[src/rtl/mem_port_arbiter_pkg.sv]
// mem_pkg: shared types, sizes and helpers for the memory port arbiter.
package mem_pkg;

  typedef enum logic [1:0] {
    BYTE = 2'd0,
    HALF = 2'd1,
    WORD = 2'd2
  } size_e;

  typedef enum logic [1:0] {
    NONE = 2'd0,
    IF   = 2'd1,
    LS   = 2'd2
  } owner_e;

  localparam int MEM_BYTES = 2048;

  // Byte 1 is live for HALF and WORD accesses, the upper half only for WORD.
  // Returned as {upper, byte1}.
  function automatic logic [1:0] size_to_enables(input size_e size);
    return {size == WORD, size != BYTE};
  endfunction

endpackage

[src/rtl/mem_port_arbiter_if.sv]
// mem_port_arbiter_if: requester handshakes, memory issue controls and
// response-stage controls of the shared memory port.
interface mem_port_arbiter_if;
  import mem_pkg::*;

  logic        if_req_valid;
  logic        if_req_ready;
  logic [31:0] if_req_addr;
  logic        ls_req_valid;
  logic        ls_req_ready;
  logic [31:0] ls_req_addr;
  logic        ls_req_we;
  logic [31:0] ls_req_wdata;
  size_e       ls_req_size;
  logic        ls_req_sext;
  logic        mem_clk_enable;
  logic [31:0] mem_addr;
  logic [31:0] mem_offset_addr;
  logic [31:0] mem_wdata;
  logic        mem_we;
  logic        mem_byte1_en;
  logic        mem_upper_en;
  logic        rsp_byte1_en;
  logic        rsp_upper_en;
  logic        rsp_sext;
  logic        if_rsp_valid;
  logic        ls_rsp_valid;
  logic        rsp_err;

  // Arbiter side
  modport slave (
    input  if_req_valid, if_req_addr,
    input  ls_req_valid, ls_req_addr, ls_req_we, ls_req_wdata, ls_req_size, ls_req_sext,
    output if_req_ready, ls_req_ready,
    output mem_clk_enable, mem_addr, mem_offset_addr, mem_wdata, mem_we,
    output mem_byte1_en, mem_upper_en,
    output rsp_byte1_en, rsp_upper_en, rsp_sext, if_rsp_valid, ls_rsp_valid, rsp_err
  );

  // Requester / memory side
  modport master (
    output if_req_valid, if_req_addr,
    output ls_req_valid, ls_req_addr, ls_req_we, ls_req_wdata, ls_req_size, ls_req_sext,
    input  if_req_ready, ls_req_ready,
    input  mem_clk_enable, mem_addr, mem_offset_addr, mem_wdata, mem_we,
    input  mem_byte1_en, mem_upper_en,
    input  rsp_byte1_en, rsp_upper_en, rsp_sext, if_rsp_valid, ls_rsp_valid, rsp_err
  );

endinterface

[src/rtl/mem_port_arbiter_grant.sv]
// mem_arb_grant: turns the two request valids into a one-hot grant.
// LS has priority; with MEM_ARB_FAIRNESS_EN defined, a saturating counter of
// LS grants taken while IF waits forces IF through once it hits STARVE_LIMIT.
module mem_arb_grant
  import mem_pkg::*;
#(
  parameter int STARVE_LIMIT = 4
) (
  input  logic clk,
  input  logic rst_n,
  input  logic ifValid_i,
  input  logic lsValid_i,
  output logic ifGnt_o,
  output logic lsGnt_o
);

  logic forceIf;

`ifdef MEM_ARB_FAIRNESS_EN
  logic [2:0] starveCnt_q;
  logic [2:0] starveCnt_d;

  assign forceIf = (starveCnt_q == 3'(STARVE_LIMIT));

  // Count LS grants that kept a waiting IF out; any IF grant or IF going idle restarts the count
  always_comb begin
    starveCnt_d = starveCnt_q;
    if (!ifValid_i || ifGnt_o) begin
      starveCnt_d = '0;
    end else if (lsGnt_o && (starveCnt_q != 3'd7)) begin
      starveCnt_d = starveCnt_q + 3'd1;
    end
  end

  // Starvation counter register
  always_ff @(posedge clk or negedge rst_n) begin
    if (!rst_n) begin
      starveCnt_q <= '0;
    end else begin
      starveCnt_q <= starveCnt_d;
    end
  end
`else
  logic unusedFairness;

  // Strict LS priority; clk and the limit are only tied off so they stay referenced
  assign forceIf        = 1'b0;
  assign unusedFairness = clk ^ (STARVE_LIMIT != 0);
`endif

  // Nothing is granted while reset is asserted, so all outputs read as zero
  assign lsGnt_o = rst_n & lsValid_i & ~(forceIf & ifValid_i);
  assign ifGnt_o = rst_n & ifValid_i & ~lsGnt_o;

endmodule

[src/rtl/mem_port_arbiter.sv]
// mem_port_arbiter: shares the single 2 KiB memory port between instruction
// fetch (IF) and load/store (LS). Issue controls are driven in the grant cycle,
// response controls are registered for the following cycle when read data lands.
// Optional fairness: define MEM_ARB_FAIRNESS_EN (see mem_arb_grant).
module mem_port_arbiter
  import mem_pkg::*;
#(
  parameter int ADDR_BITS    = $clog2(MEM_BYTES),
  parameter int STARVE_LIMIT = 4
) (
  input  logic              clk,
  input  logic              rst_n,
  mem_port_arbiter_if.slave bus
);

  logic        ifGnt;
  logic        lsGnt;
  logic        issue;

  logic [31:0] selAddr;
  logic [31:0] selWdata;
  size_e       selSize;
  logic        selWe;
  logic        selSext;
  logic [1:0]  selEn;
  logic        inRange;
  logic        respond;

  logic [31:0] addr_q,   addr_d;
  logic [31:0] offset_q, offset_d;
  logic [31:0] wdata_q,  wdata_d;
  logic        byte1_q,  byte1_d;
  logic        upper_q,  upper_d;

  owner_e      owner_q,    owner_d;
  logic        rspByte1_q, rspByte1_d;
  logic        rspUpper_q, rspUpper_d;
  logic        rspSext_q,  rspSext_d;
  logic        rspErr_q,   rspErr_d;

  mem_arb_grant #(
    .STARVE_LIMIT(STARVE_LIMIT)
  ) u_grant (
    .clk      (clk),
    .rst_n    (rst_n),
    .ifValid_i(bus.if_req_valid),
    .lsValid_i(bus.ls_req_valid),
    .ifGnt_o  (ifGnt),
    .lsGnt_o  (lsGnt)
  );

  assign issue            = ifGnt | lsGnt;
  assign bus.if_req_ready = ifGnt;
  assign bus.ls_req_ready = lsGnt;

  // Steer the winner onto the issue stage; IF is always a plain word read
  always_comb begin
    selAddr  = bus.if_req_addr;
    selWdata = '0;
    selSize  = WORD;
    selWe    = 1'b0;
    selSext  = 1'b0;
    if (lsGnt) begin
      selAddr  = bus.ls_req_addr;
      selWdata = bus.ls_req_wdata;
      selSize  = bus.ls_req_size;
      selWe    = bus.ls_req_we;
      selSext  = bus.ls_req_sext;
    end
    selEn   = size_to_enables(selSize);
    inRange = (selAddr[31:ADDR_BITS] == '0);
    // Reads always answer; stores only answer to report an out-of-range address
    respond = ifGnt | (lsGnt & (~selWe | ~inRange));
  end

  // Issue-stage values: follow the winner on a grant, otherwise hold the last issue
  always_comb begin
    addr_d   = addr_q;
    offset_d = offset_q;
    wdata_d  = wdata_q;
    byte1_d  = byte1_q;
    upper_d  = upper_q;
    if (issue) begin
      addr_d   = selAddr;
      offset_d = selAddr + 32'd4;
      wdata_d  = selWdata;
      byte1_d  = selEn[0];
      upper_d  = selEn[1];
    end
  end

  // Next response-stage owner and controls, zero when no response is due
  always_comb begin
    owner_d = NONE;
    if (ifGnt) begin
      owner_d = IF;
    end else if (respond) begin
      owner_d = LS;
    end
    rspByte1_d = respond & selEn[0];
    rspUpper_d = respond & selEn[1];
    rspSext_d  = respond & selSext;
    rspErr_d   = respond & ~inRange;
  end

  // Hold registers for the issue stage and the one-deep response pipeline
  always_ff @(posedge clk or negedge rst_n) begin
    if (!rst_n) begin
      addr_q     <= '0;
      offset_q   <= '0;
      wdata_q    <= '0;
      byte1_q    <= 1'b0;
      upper_q    <= 1'b0;
      owner_q    <= NONE;
      rspByte1_q <= 1'b0;
      rspUpper_q <= 1'b0;
      rspSext_q  <= 1'b0;
      rspErr_q   <= 1'b0;
    end else begin
      addr_q     <= addr_d;
      offset_q   <= offset_d;
      wdata_q    <= wdata_d;
      byte1_q    <= byte1_d;
      upper_q    <= upper_d;
      owner_q    <= owner_d;
      rspByte1_q <= rspByte1_d;
      rspUpper_q <= rspUpper_d;
      rspSext_q  <= rspSext_d;
      rspErr_q   <= rspErr_d;
    end
  end

  assign bus.mem_clk_enable  = issue;
  assign bus.mem_addr        = addr_d;
  assign bus.mem_offset_addr = offset_d;
  assign bus.mem_wdata       = wdata_d;
  assign bus.mem_we          = issue & selWe & inRange;
  assign bus.mem_byte1_en    = byte1_d;
  assign bus.mem_upper_en    = upper_d;

  assign bus.if_rsp_valid    = (owner_q == IF);
  assign bus.ls_rsp_valid    = (owner_q == LS);
  assign bus.rsp_byte1_en    = rspByte1_q;
  assign bus.rsp_upper_en    = rspUpper_q;
  assign bus.rsp_sext        = rspSext_q;
  assign bus.rsp_err         = rspErr_q;

endmodule

[src/flat_wrapper.sv]
// flat-port wrapper written by rule: the top's interface ports become plain ports
module mem_port_arbiter_flat import mem_pkg::*;
#(
  parameter int ADDR_BITS    = $clog2(MEM_BYTES),
  parameter int STARVE_LIMIT = 4
)
  (clk, rst_n, bus_if_req_valid, bus_if_req_addr, bus_ls_req_valid, bus_ls_req_addr, bus_ls_req_we, bus_ls_req_wdata, bus_ls_req_size, bus_ls_req_sext, bus_if_req_ready, bus_ls_req_ready, bus_mem_clk_enable, bus_mem_addr, bus_mem_offset_addr, bus_mem_wdata, bus_mem_we, bus_mem_byte1_en, bus_mem_upper_en, bus_rsp_byte1_en, bus_rsp_upper_en, bus_rsp_sext, bus_if_rsp_valid, bus_ls_rsp_valid, bus_rsp_err);
  mem_port_arbiter_if bus_i ();
  input  logic clk;
  input  logic rst_n;
  input wire logic [$bits(bus_i.if_req_valid)-1:0] bus_if_req_valid;
  input wire logic [$bits(bus_i.if_req_addr)-1:0] bus_if_req_addr;
  input wire logic [$bits(bus_i.ls_req_valid)-1:0] bus_ls_req_valid;
  input wire logic [$bits(bus_i.ls_req_addr)-1:0] bus_ls_req_addr;
  input wire logic [$bits(bus_i.ls_req_we)-1:0] bus_ls_req_we;
  input wire logic [$bits(bus_i.ls_req_wdata)-1:0] bus_ls_req_wdata;
  input wire logic [$bits(bus_i.ls_req_size)-1:0] bus_ls_req_size;
  input wire logic [$bits(bus_i.ls_req_sext)-1:0] bus_ls_req_sext;
  output wire logic [$bits(bus_i.if_req_ready)-1:0] bus_if_req_ready;
  output wire logic [$bits(bus_i.ls_req_ready)-1:0] bus_ls_req_ready;
  output wire logic [$bits(bus_i.mem_clk_enable)-1:0] bus_mem_clk_enable;
  output wire logic [$bits(bus_i.mem_addr)-1:0] bus_mem_addr;
  output wire logic [$bits(bus_i.mem_offset_addr)-1:0] bus_mem_offset_addr;
  output wire logic [$bits(bus_i.mem_wdata)-1:0] bus_mem_wdata;
  output wire logic [$bits(bus_i.mem_we)-1:0] bus_mem_we;
  output wire logic [$bits(bus_i.mem_byte1_en)-1:0] bus_mem_byte1_en;
  output wire logic [$bits(bus_i.mem_upper_en)-1:0] bus_mem_upper_en;
  output wire logic [$bits(bus_i.rsp_byte1_en)-1:0] bus_rsp_byte1_en;
  output wire logic [$bits(bus_i.rsp_upper_en)-1:0] bus_rsp_upper_en;
  output wire logic [$bits(bus_i.rsp_sext)-1:0] bus_rsp_sext;
  output wire logic [$bits(bus_i.if_rsp_valid)-1:0] bus_if_rsp_valid;
  output wire logic [$bits(bus_i.ls_rsp_valid)-1:0] bus_ls_rsp_valid;
  output wire logic [$bits(bus_i.rsp_err)-1:0] bus_rsp_err;
  assign bus_i.if_req_valid = bus_if_req_valid;
  assign bus_i.if_req_addr = bus_if_req_addr;
  assign bus_i.ls_req_valid = bus_ls_req_valid;
  assign bus_i.ls_req_addr = bus_ls_req_addr;
  assign bus_i.ls_req_we = bus_ls_req_we;
  assign bus_i.ls_req_wdata = bus_ls_req_wdata;
  assign bus_i.ls_req_size = bus_ls_req_size;
  assign bus_i.ls_req_sext = bus_ls_req_sext;
  assign bus_if_req_ready = bus_i.if_req_ready;
  assign bus_ls_req_ready = bus_i.ls_req_ready;
  assign bus_mem_clk_enable = bus_i.mem_clk_enable;
  assign bus_mem_addr = bus_i.mem_addr;
  assign bus_mem_offset_addr = bus_i.mem_offset_addr;
  assign bus_mem_wdata = bus_i.mem_wdata;
  assign bus_mem_we = bus_i.mem_we;
  assign bus_mem_byte1_en = bus_i.mem_byte1_en;
  assign bus_mem_upper_en = bus_i.mem_upper_en;
  assign bus_rsp_byte1_en = bus_i.rsp_byte1_en;
  assign bus_rsp_upper_en = bus_i.rsp_upper_en;
  assign bus_rsp_sext = bus_i.rsp_sext;
  assign bus_if_rsp_valid = bus_i.if_rsp_valid;
  assign bus_ls_rsp_valid = bus_i.ls_rsp_valid;
  assign bus_rsp_err = bus_i.rsp_err;
  mem_port_arbiter #(.ADDR_BITS(ADDR_BITS), .STARVE_LIMIT(STARVE_LIMIT)) u_core (.clk(clk), .rst_n(rst_n), .bus(bus_i));
endmodule
[config.mk]
export PLATFORM = sky130hd
export DESIGN_NAME = mem_port_arbiter_flat
export DESIGN_NICKNAME = d
export VERILOG_FILES = /design/src/rtl/mem_port_arbiter_pkg.sv /design/src/rtl/mem_port_arbiter_if.sv /design/src/rtl/mem_port_arbiter_grant.sv /design/src/rtl/mem_port_arbiter.sv /design/src/flat_wrapper.sv
export SDC_FILE = /design/constraint.sdc
export NUM_CORES = 1
export LEC_CHECK = 0
export CAP_MARGIN = 15
export CORE_MARGIN = 2
export CORE_UTILIZATION = 39
export CTS_CLUSTER_SIZE = 24
export DETAILED_ROUTE_END_ITERATION = 8
export GPL_ROUTABILITY_DRIVEN = 0
export HOLD_SLACK_MARGIN = 0.02
export PLACE_DENSITY_LB_ADDON = 0.15
export SKIP_CTS_REPAIR_TIMING = 1
export SLEW_MARGIN = 5
export SYNTH_ARGS = -nofsm -noshare
export SYNTH_HDL_FRONTEND = slang
export SYNTH_HIERARCHICAL = 1
export SYNTH_SLANG_ARGS = --single-unit
[constraint.sdc]
create_clock -name clk -period 3.9 [get_ports clk]
set_input_delay 0.585 -clock clk [delete_from_list [all_inputs] [get_ports clk]]
set_output_delay 0.585 -clock clk [all_outputs]
set_load 0.01 [all_outputs]
# Word level (Yosys, flattened, before mapping)
# Index checks and enable logic that the tools add are counted.
dict set report totals {
  reg_bits 104
}
dict set report classes {
  addsub 1
  eq_ne 3
  mux 12
  bitwise 16
  reduce_logical 2
}
# cell count
set ops {}
lappend ops {{$mux W32} 5}
lappend ops {{$add A32 B3 Y32 const B} 1}
lappend ops {{$logic_not A21 Y1} 1}
lappend ops {{$and A1 B1 Y1} 10}
lappend ops {{$mux W2} 3}
lappend ops {{$eq A2 B2 Y1 const B} 2}
lappend ops {{$mux W1} 4}
lappend ops {{$not A1 Y1} 3}
lappend ops {{$or A1 B1 Y1} 3}
lappend ops {{$eq A2 B1 Y1 const B} 1}
lappend ops {{$reduce_bool A2 Y1} 1}

# Longest topological paths before layout
# Gate-level depths: netlist of run 1.
dict set report logic_depth {
  word_depth 9
  mapped_depth 13
  ltp_nobuf 8
}

# Hierarchy
# The synthesis of run 1 kept the hierarchy.
# mod instances cells_each area_per_inst_um2
set modules_own_cells {}
lappend modules_own_cells {mem_port_arbiter 1 495 5196.2}
lappend modules_own_cells {mem_arb_grant 1 2 16.3}

# Least setup slack after synthesis of run 1
# No wires, ideal clock.
dict set report synth_path {
  path_type {input to output}
  from {input rst_n}
  to {output bus_mem_offset_addr[28]}
  t_arrival_ns 3.496
  required_ns 3.315
  slack_ns -0.181
  path_stages 13
  path_buffers 5
  cell_sequence {and2_2 -> buf_6 -> buf_4 -> buf_4 -> buf_2 -> mux2_2 -> ha_1 -> bufinv_8 -> a211oi_2 -> nand4_2 -> buf_6 -> o31a_1 -> o31ai_1}
}
dict set report synth_via {
  elab_chain_cells 5
  elab_cells_between_ends 8
  cone_classes {add/sub (1); mux (2); bitwise (5)}
}
# item line_no
set synth_rtl {}
lappend synth_rtl {{from (decl)} flat_wrapper.sv:10} ;# input logic rst_n;
lappend synth_rtl {{branches (longest 4 deep; another with $add A32 B3 Y32)} n/a}
lappend synth_rtl {{$mux W32 (*)} mem_port_arbiter.sv:83} ;# if (issue) begin
lappend synth_rtl {{to (decl)} flat_wrapper.sv:23} ;# output wire logic [$bits(bus_i.mem_offset_addr)-1:0] bus_mem_offset_addr;
# Mark *: on every way between the ends.

# Worst setup path after layout of run 1
dict set report layout_path {
  from {input bus_ls_req_valid}
  to {output bus_mem_offset_addr[14]}
}
dict set report layout_via {
  elab_chain_cells 5
  elab_cells_between_ends 7
  cone_classes {add/sub (1); mux (2); bitwise (4)}
}
# item line_no
set layout_rtl {}
lappend layout_rtl {{from (decl)} flat_wrapper.sv:13} ;# input wire logic [$bits(bus_i.ls_req_valid)-1:0] bus_ls_req_valid;
lappend layout_rtl {{$and A1 B1 Y1 (*)} mem_port_arbiter_grant.sv:52} ;# assign lsGnt_o = rst_n & lsValid_i & ~(forceIf & ifValid_i);
lappend layout_rtl {{branches (longest 3 deep; another with $add A32 B3 Y32)} n/a}
lappend layout_rtl {{$mux W32 (*)} mem_port_arbiter.sv:83}
# Marked as above.

==> results of run 1 <==
-- cell type report --
cell class | instances | area (um2)
Fill cell | 1095 | 4776
Timing Repair Buffer | 272 | 2713
Sequential cell | 104 | 2603
Multi-Input combinational cell | 355 | 2495
Clock buffer | 9 | 225.2
Tap cell | 176 | 220.2
Clock inverter | 7 | 72.57
Inverter | 5 | 33.78
-- sequential cells by signal (all words and copies together), names as in the netlist --
register / cells
u_core/owner_q: 2
u_core/upper_q: 1
u_core/offset_q: 32
u_core/bus.rsp_byte1_en: 1
u_core/bus.rsp_upper_en: 1
u_core/wdata_q: 32
u_core/addr_q: 32
u_core/bus.rsp_sext: 1
u_core/byte1_q: 1
u_core/bus.rsp_err: 1
-- cell usage after synthesis (2+ instances only) --
library cell | count | area share [%]
sky130_fd_sc_hd__nand4_1 | 7 | 0.84
sky130_fd_sc_hd__nand4b_1 | 4 | 0.67
sky130_fd_sc_hd__mux2_2 | 4 | 0.86
sky130_fd_sc_hd__o211a_1 | 3 | 0.58
sky130_fd_sc_hd__inv_2 | 2 | 0.14
sky130_fd_sc_hd__mux2_1 | 2 | 0.43
sky130_fd_sc_hd__a31oi_1 | 2 | 0.24
sky130_fd_sc_hd__nor4_1 | 15 | 1.8
sky130_fd_sc_hd__buf_1 | 4 | 0.29
sky130_fd_sc_hd__o31a_1 | 6 | 1.0
sky130_fd_sc_hd__xor2_1 | 2 | 0.34
sky130_fd_sc_hd__buf_6 | 3 | 0.65
sky130_fd_sc_hd__nor2_1 | 40 | 2.9
sky130_fd_sc_hd__o21ai_1 | 7 | 0.67
sky130_fd_sc_hd__nor2b_1 | 2 | 0.24
sky130_fd_sc_hd__o21a_1 | 8 | 1.2
sky130_fd_sc_hd__xnor2_1 | 16 | 2.7
sky130_fd_sc_hd__nand3b_1 | 11 | 1.6
sky130_fd_sc_hd__nand4_4 | 2 | 0.82
sky130_fd_sc_hd__clkbuf_1 | 16 | 1.2
sky130_fd_sc_hd__a22oi_2 | 2 | 0.48
sky130_fd_sc_hd__inv_1 | 2 | 0.14
sky130_fd_sc_hd__a21oi_1 | 36 | 3.5
sky130_fd_sc_hd__nand3_1 | 16 | 1.5
sky130_fd_sc_hd__a21boi_1 | 2 | 0.29
sky130_fd_sc_hd__dfrtp_1 | 104 | 50
sky130_fd_sc_hd__nand3_2 | 2 | 0.38
sky130_fd_sc_hd__nand2_1 | 42 | 3.0
sky130_fd_sc_hd__and3_1 | 2 | 0.24
sky130_fd_sc_hd__o21ai_0 | 13 | 1.2
sky130_fd_sc_hd__nor3_1 | 5 | 0.48
sky130_fd_sc_hd__buf_2 | 7 | 0.67
sky130_fd_sc_hd__mux2i_1 | 32 | 6.1
sky130_fd_sc_hd__a22o_1 | 34 | 5.7
sky130_fd_sc_hd__buf_4 | 3 | 0.43
sky130_fd_sc_hd__o31ai_1 | 10 | 1.4
sky130_fd_sc_hd__and3b_1 | 2 | 0.34
sky130_fd_sc_hd__nand2b_1 | 4 | 0.48
-- critical path, stage by stage --
cell	delay (ns)
sky130_fd_sc_hd__clkdlybuf4s50_1	0.47
sky130_fd_sc_hd__and2_4	0.22
sky130_fd_sc_hd__mux2_2	0.19
sky130_fd_sc_hd__ha_1	0.18
sky130_fd_sc_hd__bufinv_8	0.19
sky130_fd_sc_hd__a211oi_4	0.21
sky130_fd_sc_hd__buf_6	0.17
sky130_fd_sc_hd__nand3b_1	0.10
sky130_fd_sc_hd__xnor2_1	0.16
sky130_fd_sc_hd__a21oi_2	0.18
sky130_fd_sc_hd__clkdlybuf4s50_1	0.55
-- layer usage --
layer  routed length, um  vias up  GRT usage (%)
li1                    -     2319              -
met5                   0        -              0
met1                7112     2368          30.35
met2                7903      210          37.79
met3                1137       22          4.990
met4                 338        0          9.191
-- cell families (layout without fill, tap and decap cells) --
family          after synthesis  after routing
xor+xnor                     18             18
mux                          38             38
compound gates              135            135
fa+ha+maj                     1              1
buf+inv                      38            293
flops                       104            104
simple gates                163            163
-- how the worst max path moves through the flow --
stage	to	slack, ns	cells past startpoint
6_report	bus_mem_offset_addr[14]	0.11	11
5_1_grt	bus_mem_offset_addr[14]	0.01	11
4_1_cts	bus_mem_offset_addr[25]	-0.26	10
3_5_place_dp	bus_mem_offset_addr[25]	-0.23	10
3_3_place_gp	bus_mem_offset_addr[31]	-0.19	10
2_1_floorplan	bus_mem_offset_addr[22]	0.01	13
-- power groups by stage --
stage | Sequential (W) | Clock [W] | Combinational [W]
floorplan | 0.00127 | 0 | 0.000388
CTS | 0.00126 | 0.000930 | 0.000959
detailed placement | 0.00128 | 0 | 0.000953
global placement | 0.00128 | 0 | 0.000943
finish | 0.00126 | 0.000909 | 0.000950
global route | 0.00128 | 0.000971 | 0.00103
-- per-stage QoR --
step	util [%]	area, um2	power (W)
after floorplan	-	5239	0.001661
after global placement	60.47	7944	0.002218
after detailed placement	60.47	7944	0.002235
after CTS	62.73	8242	0.003150
after global routing	63.65	8362	0.003273
final	63.65	8362	0.003121
==> results.txt, run 1 <==
The total clock sinks is about 100. Setup repair after global routing left no endpoint under its margin. The total count of hold-check failures in the final report came out at 0. After synthesis, the share of flip-flops with an asynchronous set or reset is 100.0%. In the finished design, the share of the clock period the worst path needs comes to ~97%.

Leaving out fill and tap cells, the most frequent cell in the layout is sky130_fd_sc_hd__clkdlybuf4s50_1. The post-synthesis sequential area ratio came out at approximately 50%. The clock share of power is 29.1%. The critical path in this run is classified as in -> out. The arrival time of data at the critical path endpoint is 3.20 ns. In this run the critical register-to-register path is launched from u_core/offset_q[10]$_DFF_PN0_.

The critical-path maximum fanout came out at 7. The core area is roughly 13000 um2. The unique cell type count in the Yosys netlist is 61.

The area share of and/or/nand/nor cells after synthesis is between 15 and 20%. The clock slew seen by the registers of the worst setup and hold paths came out at roughly 0.070 ns. The tightest hold margin is between 0.2 and 0.3 ns. The number of synthesized flops with an enable pin is 0. The initial DRC count came out at between 300 and 400. The transition time of the tightest slew-check pin came out at ~0.9 ns.

The proportion of layout cells with a drive suffix above 1 came out at 15.29%. The tree is rooted in a sky130_fd_sc_hd__clkbuf_16. The maximum number of pins on one net before global-route repair is 72. The detailed-route wire length per cell is 17.77 um.

The post-detailed-route DRC marker count is 0. The cell-internal power is between 0.002 and 0.0025 W. After routing, the total negative slack on setup checks comes to 0 ns. After detailed routing, the total wire length is around 16 mm. Once detailed placement completed, the half-perimeter wirelength came to 12.52 mm. The smallest clock period supported by the final layout is computed as 3.788 ns. The total of max-cap violations is 0. The endpoint kind of the worst setup timing path is a primary output. In this run the worst setup path begins at bus_ls_req_valid.

The final setup violation count came out at 0. The initial antenna violation count is 0. Buffers inserted during clock tree synthesis total 9. The area share of fa/ha/maj cells after synthesis came out at 0.2400%. By area, the combinational part of the netlist is dominated by compound AO/OA/AOI/OAI gates. The largest buffer count on any clock path came out at 2. The leftover overflow at the end of global routing is 0. The number of diodes added for antenna fixing is 0. The mean area per synthesized cell came out at approximately 10 um2. The filler-free cell count of the finished design is 928. The instance count after placement with tap cells included is slightly above 900. The end of the worst register-to-register path is u_core/offset_q[10]$_DFF_PN0_. The starting density of the core is between 30% and 40%.

In this run the core area contains 42 standard-cell rows. In this run the power spent charging and discharging nets is ~0.00093 W. The max-slew violation count is 0. The total of flip-flops plus latches after synthesis is about 100. The final layout net count is between 800 and 900. The worst-case register-to-register setup slack is 3.01 ns.

Once detail routing completed, the nets flagged for antenna violations numbered 0. At the later pin of the worst-skew pair, clock insertion delay measures between 0.3 and 0.4 ns. In this run the count of I/O pins placed on the die edge is approximately 210. The routed layout has around 4900 vias. The most used flip-flop cell after synthesis is sky130_fd_sc_hd__dfrtp_1. Timing would allow up to between 200 and 300 MHz. The switching part of the total came out at between 20% and 30%. For the worst setup path, the data required time is roughly 3.3 ns. The first detailed-routing pass took 5 iterations. The synthesis warning total came out at 6.

The level count of the clock H-tree is 3. The setup slack at placement is -0.2329 ns. The first global-routing pass estimated about 26 mm of wire. The leakage power total came out at between 3 and 4 nW. The flow ran to the end, and the final reports show no timing, DRC or antenna violations.

The worst setup path is launched from an input port. Global routing used 23.24% of the available tracks. The average via count per standard cell is approximately 5.3. TritonCTS built the clock tree. Buffers placed on the I/O ports in this run total around 210.

VDD sags by at most a little over 0.0002 V. The combinational share of power came out at 30.4%. The worst setup skew after layout is 0 ns. The die height is approximately 120 um. The die covers 14310 um2.

Multiplexer cells account for under 10% of the synthesized area. The path class of the lowest-slack min-delay path is in -> async. The die boundary width came out at approximately 120 um.

The number of cell instances on the worst register-to-register path is 3. The synthesized instance count is between 400 and 500. After synthesis the cells add up to between 5000 and 6000 um2. The xor and xnor fraction of the mapped netlist area came out at about 3.0%. Setup slack closes at between 0.1 and 0.15 ns. In the layout the commonest cells are sky130_fd_sc_hd__clkdlybuf4s50_1, sky130_fd_sc_hd__dfrtp_1, sky130_fd_sc_hd__buf_4. The worst max-slew margin expressed relative to the limit is between 30% and 40%. The post-synth net total came out at 602. The compound-cell area share of the yosys netlist came out at 18.80%.

Sequential cells burn between 40 and 50% of the power. For this design the ratio of total power to cell area is roughly 370 nW/um2. The number of global-route vias before repair was 4944. The area overhead of the layout relative to synthesis came out at 60.42%.
No activity file was read; power rests on OpenSTA's default activity.
==> run 2, diff against run 1 <==
--- a/config.mk
+++ b/config.mk
@@ -19,3 +19,4 @@
 export SYNTH_HDL_FRONTEND = slang
 export SYNTH_HIERARCHICAL = 1
 export SYNTH_SLANG_ARGS = --single-unit
+export TNS_END_PERCENT = 5
==> results.txt, run 2 (same netlist as run 1, synthesis figures left out) <==
Outcome: complete, but fails checks (was complete, no violations). The checks that failed: setup timing. The transition time of the tightest slew-check pin is 0.9199 ns (was 0.9193 ns). The path class of the lowest-slack min-delay path is in -> async (unchanged). The detailed-route via count is 4920 (was 4919). Ordered list of cells on the worst path: clkdlybuf4s50_1 > and2_4 > mux2_2 > ha_1 > bufinv_8 > a211oi_4 > nand4_2 > buf_12 > o21a_1 > o31ai_1 > clkdlybuf4s50_1 (was clkdlybuf4s50_1 > and2_4 > mux2_2 > ha_1 > bufinv_8 > a211oi_4 > buf_6 > nand3b_1 > xnor2_1 > a21oi_2 > clkdlybuf4s50_1). The layout filler cell count is 1097 (was 1095). The count of pins on the block boundary is 212 (unchanged). The maximum clock rate came out at 248.9 MHz (was 264.0 MHz). The initial DRC count was 286 (was 307).

The power density over the cells is 374.3 nW/um2 (was 373.2 nW/um2). The highest cell delay on the worst timing path came out at 0.62 ns (was 0.55 ns). The post-detailed-route DRC marker count was 0 (unchanged).

The average via count per standard cell is 5.302 (was 5.301). Highest-count cells in the layout ignoring fill and taps: sky130_fd_sc_hd__clkdlybuf4s50_1, sky130_fd_sc_hd__dfrtp_1, sky130_fd_sc_hd__buf_4 (unchanged). The startpoint class of the critical path is an input port (unchanged). The total of max-cap violations was 0 (unchanged). The die area came out at 14310 um2 (unchanged). The met3 track demand over resource is 4.990% (unchanged). The clock period minus worst slack is 4.018 ns (was 3.788 ns). The leakage power total is 3.581 nW (was 3.618 nW). The total clock sinks is 104 (unchanged). The required time at the endpoint of the critical path is 3.31 ns (about the same).

The endpoint kind of the worst setup timing path is a primary output (unchanged). The initial antenna violation count came out at 0 (unchanged). The most common cell after layout, fill and taps aside is sky130_fd_sc_hd__clkdlybuf4s50_1 (unchanged). The critical-path maximum fanout is 12 (was 7). The latest clock arrival within the worst-skew pair is 0.35 ns (about the same).

The dominant cell type by count on the critical path is sky130_fd_sc_hd__clkdlybuf4s50_1 (unchanged). The proportion of layout cells with a drive suffix above 1 came out at 15.03% (was 15.29%). The worst max-slew margin expressed relative to the limit is 38.68% (was 38.71%). The core utilization of the finished layout came out at 63.45% (was 63.65%). The layer with the highest usage after global routing is met2 (unchanged).

The number of buffers added by the clock tree synthesis step came to 9 (unchanged). The quantity of I/O buffers inserted on ports is 211 (unchanged). The setup slack at placement came out at -0.2329 ns (unchanged).

The iteration count of the initial detailed-routing pass came out at 4 (was 5). The core area came out at 13140 um2 (unchanged). The number of global-route vias before repair was 4944 (unchanged).

The clock slew seen by the registers of the worst setup and hold paths came out at 0.07 ns (about the same). The final layout net count came out at 852 (unchanged). Setup repair after global routing missed its margin: yes (was no).

The global-route wire length before repair came out at 26.03 mm (unchanged). The root buffer cell was sky130_fd_sc_hd__clkbuf_16 (unchanged). The number of nets with antenna violations after detailed routing came to 0 (unchanged).

The critical path start-end classification is in -> out (unchanged). The detailed-route wire length per cell came out at 17.77 um (about the same). The number of placement rows came out at 42 (unchanged). Biggest regs: u_core/addr_q: 32 flops, u_core/offset_q: 32 flops, u_core/wdata_q: 32 flops (unchanged). The detailed-placement wirelength estimate is 12.52 mm (unchanged).

The area overhead of the layout relative to synthesis came out at 59.91% (was 60.42%). The global routing usage summed across all routing layers is 23.24% (unchanged). The leftover overflow at the end of global routing came out at 0 (unchanged).

The die height came out at 119.6 um (unchanged). The post-detailed-routing wire length is 16.49 mm (about the same). The largest voltage drop on the vdd net is 0.0002042 V (was 0.0002041 V). The TritonCTS clock tree was yes (unchanged). The met2 routing resource usage after global routing was 37.79% (unchanged). The die boundary width was 119.6 um (unchanged). The final cycle utilization of the critical path is 103.0% (was 97.13%). The number of diodes added for antenna fixing came out at 0 (unchanged).

The level count of the clock H-tree is 3 (unchanged). The starting density of the core is 39.68% (unchanged). The arrival time of data at the critical path endpoint is 3.43 ns (was 3.20 ns). The final setup violation count came out at 2 (was 0). The final setup slack of the worst path is -0.1182 ns (was 0.1119 ns). The worst setup skew after layout was 0 ns (unchanged). The max-slew violation count was 0 (unchanged). The global routing usage on met1 is 30.35% (unchanged). The total count of hold-check failures in the final report is 0 (unchanged). The maximum number of pins on one net before global-route repair came out at 72 (unchanged). The largest buffer count on any clock path is 2 (unchanged). The worst-path cell with the longest stage delay is sky130_fd_sc_hd__clkdlybuf4s50_1 (unchanged).
run 2: cell count changes in the layout (fill, tap and decap cells not counted), sizes merged:
cell / before / now
dlymetal6s2s: 22 / 19
clkdlybuf4s50: 188 / 191
run 2: final timing paths:
| check | endpoint | depth (start not counted) | slack (ns) | from |
|---|---|---|---|---|
| max in group asynchronous | u_core/addr_q[9]$_DFF_PN0_ | 3 | 2.36 | rst_n |
| max reg2reg | u_core/offset_q[10]$_DFF_PN0_ | 3 | 3.00 | u_core/offset_q[10]$_DFF_PN0_ |
| min reg2reg | u_core/offset_q[3]$_DFF_PN0_ | 2 | 0.47 | u_core/offset_q[3]$_DFF_PN0_ |
| min | u_core/addr_q[1]$_DFF_PN0_ | 2 | 0.26 | rst_n |
| max | bus_mem_offset_addr[30] | 11 | -0.12 | bus_ls_req_valid |
| min in group clk | u_core/offset_q[3]$_DFF_PN0_ | 2 | 0.47 | u_core/offset_q[3]$_DFF_PN0_ |
run 2: metrics by stage:
step | hold slack (ns) | cells | area [um2] | TNS [ns] | total power (W)
floorplan | 0.2894 | 497 | 5239 | 0 | 0.001661
global placement | 0.4525 | 912 | 7944 | -1.614 | 0.002218
detailed placement | 0.4568 | 912 | 7944 | -2.096 | 0.002235
CTS | 0.2691 | 928 | 8242 | -2.470 | 0.003150
global route | 0.2931 | 928 | 8335 | -0.5620 | 0.003271
finish | 0.2573 | 928 | 8335 | -0.1884 | 0.003120
run 2: routing by layer:
metal / wire (um) / share of wire [%]
met5: 0 / 0
met4: 357 / 2.2
met3: 1070 / 6.5
met2: 7916 / 48
met1: 7150 / 43
run 2: report_power, final:
part	leakage (nW)	internal (W)	total, W	switching, W
clock	0.143	0.000454	0.000909	0.000455
sequential	1.25	0.00122	0.00126	0.0000403
combinational	2.19	0.000514	0.000949	0.000435
run 2: critical path: cells and delay by family:
family	cells	cell delay [ns]
AOI/OAI and AO/OA	3	0.66
and+or+nand+nor	2	0.36
adders and majority gates	1	0.18
buffers and inverters	4	1.46
muxes	1	0.19
run 2: layout make-up:
cell class	instances	area, um2	area share, %
multi-input combinational	355	2487	29.84
clock buffer	9	225.2	2.702
inverter	5	33.78	0.4053
timing repair buffer	272	2694	32.32
tap	176	220.2	2.642
clock inverter	7	72.57	0.8706
sequential	104	2603	31.22
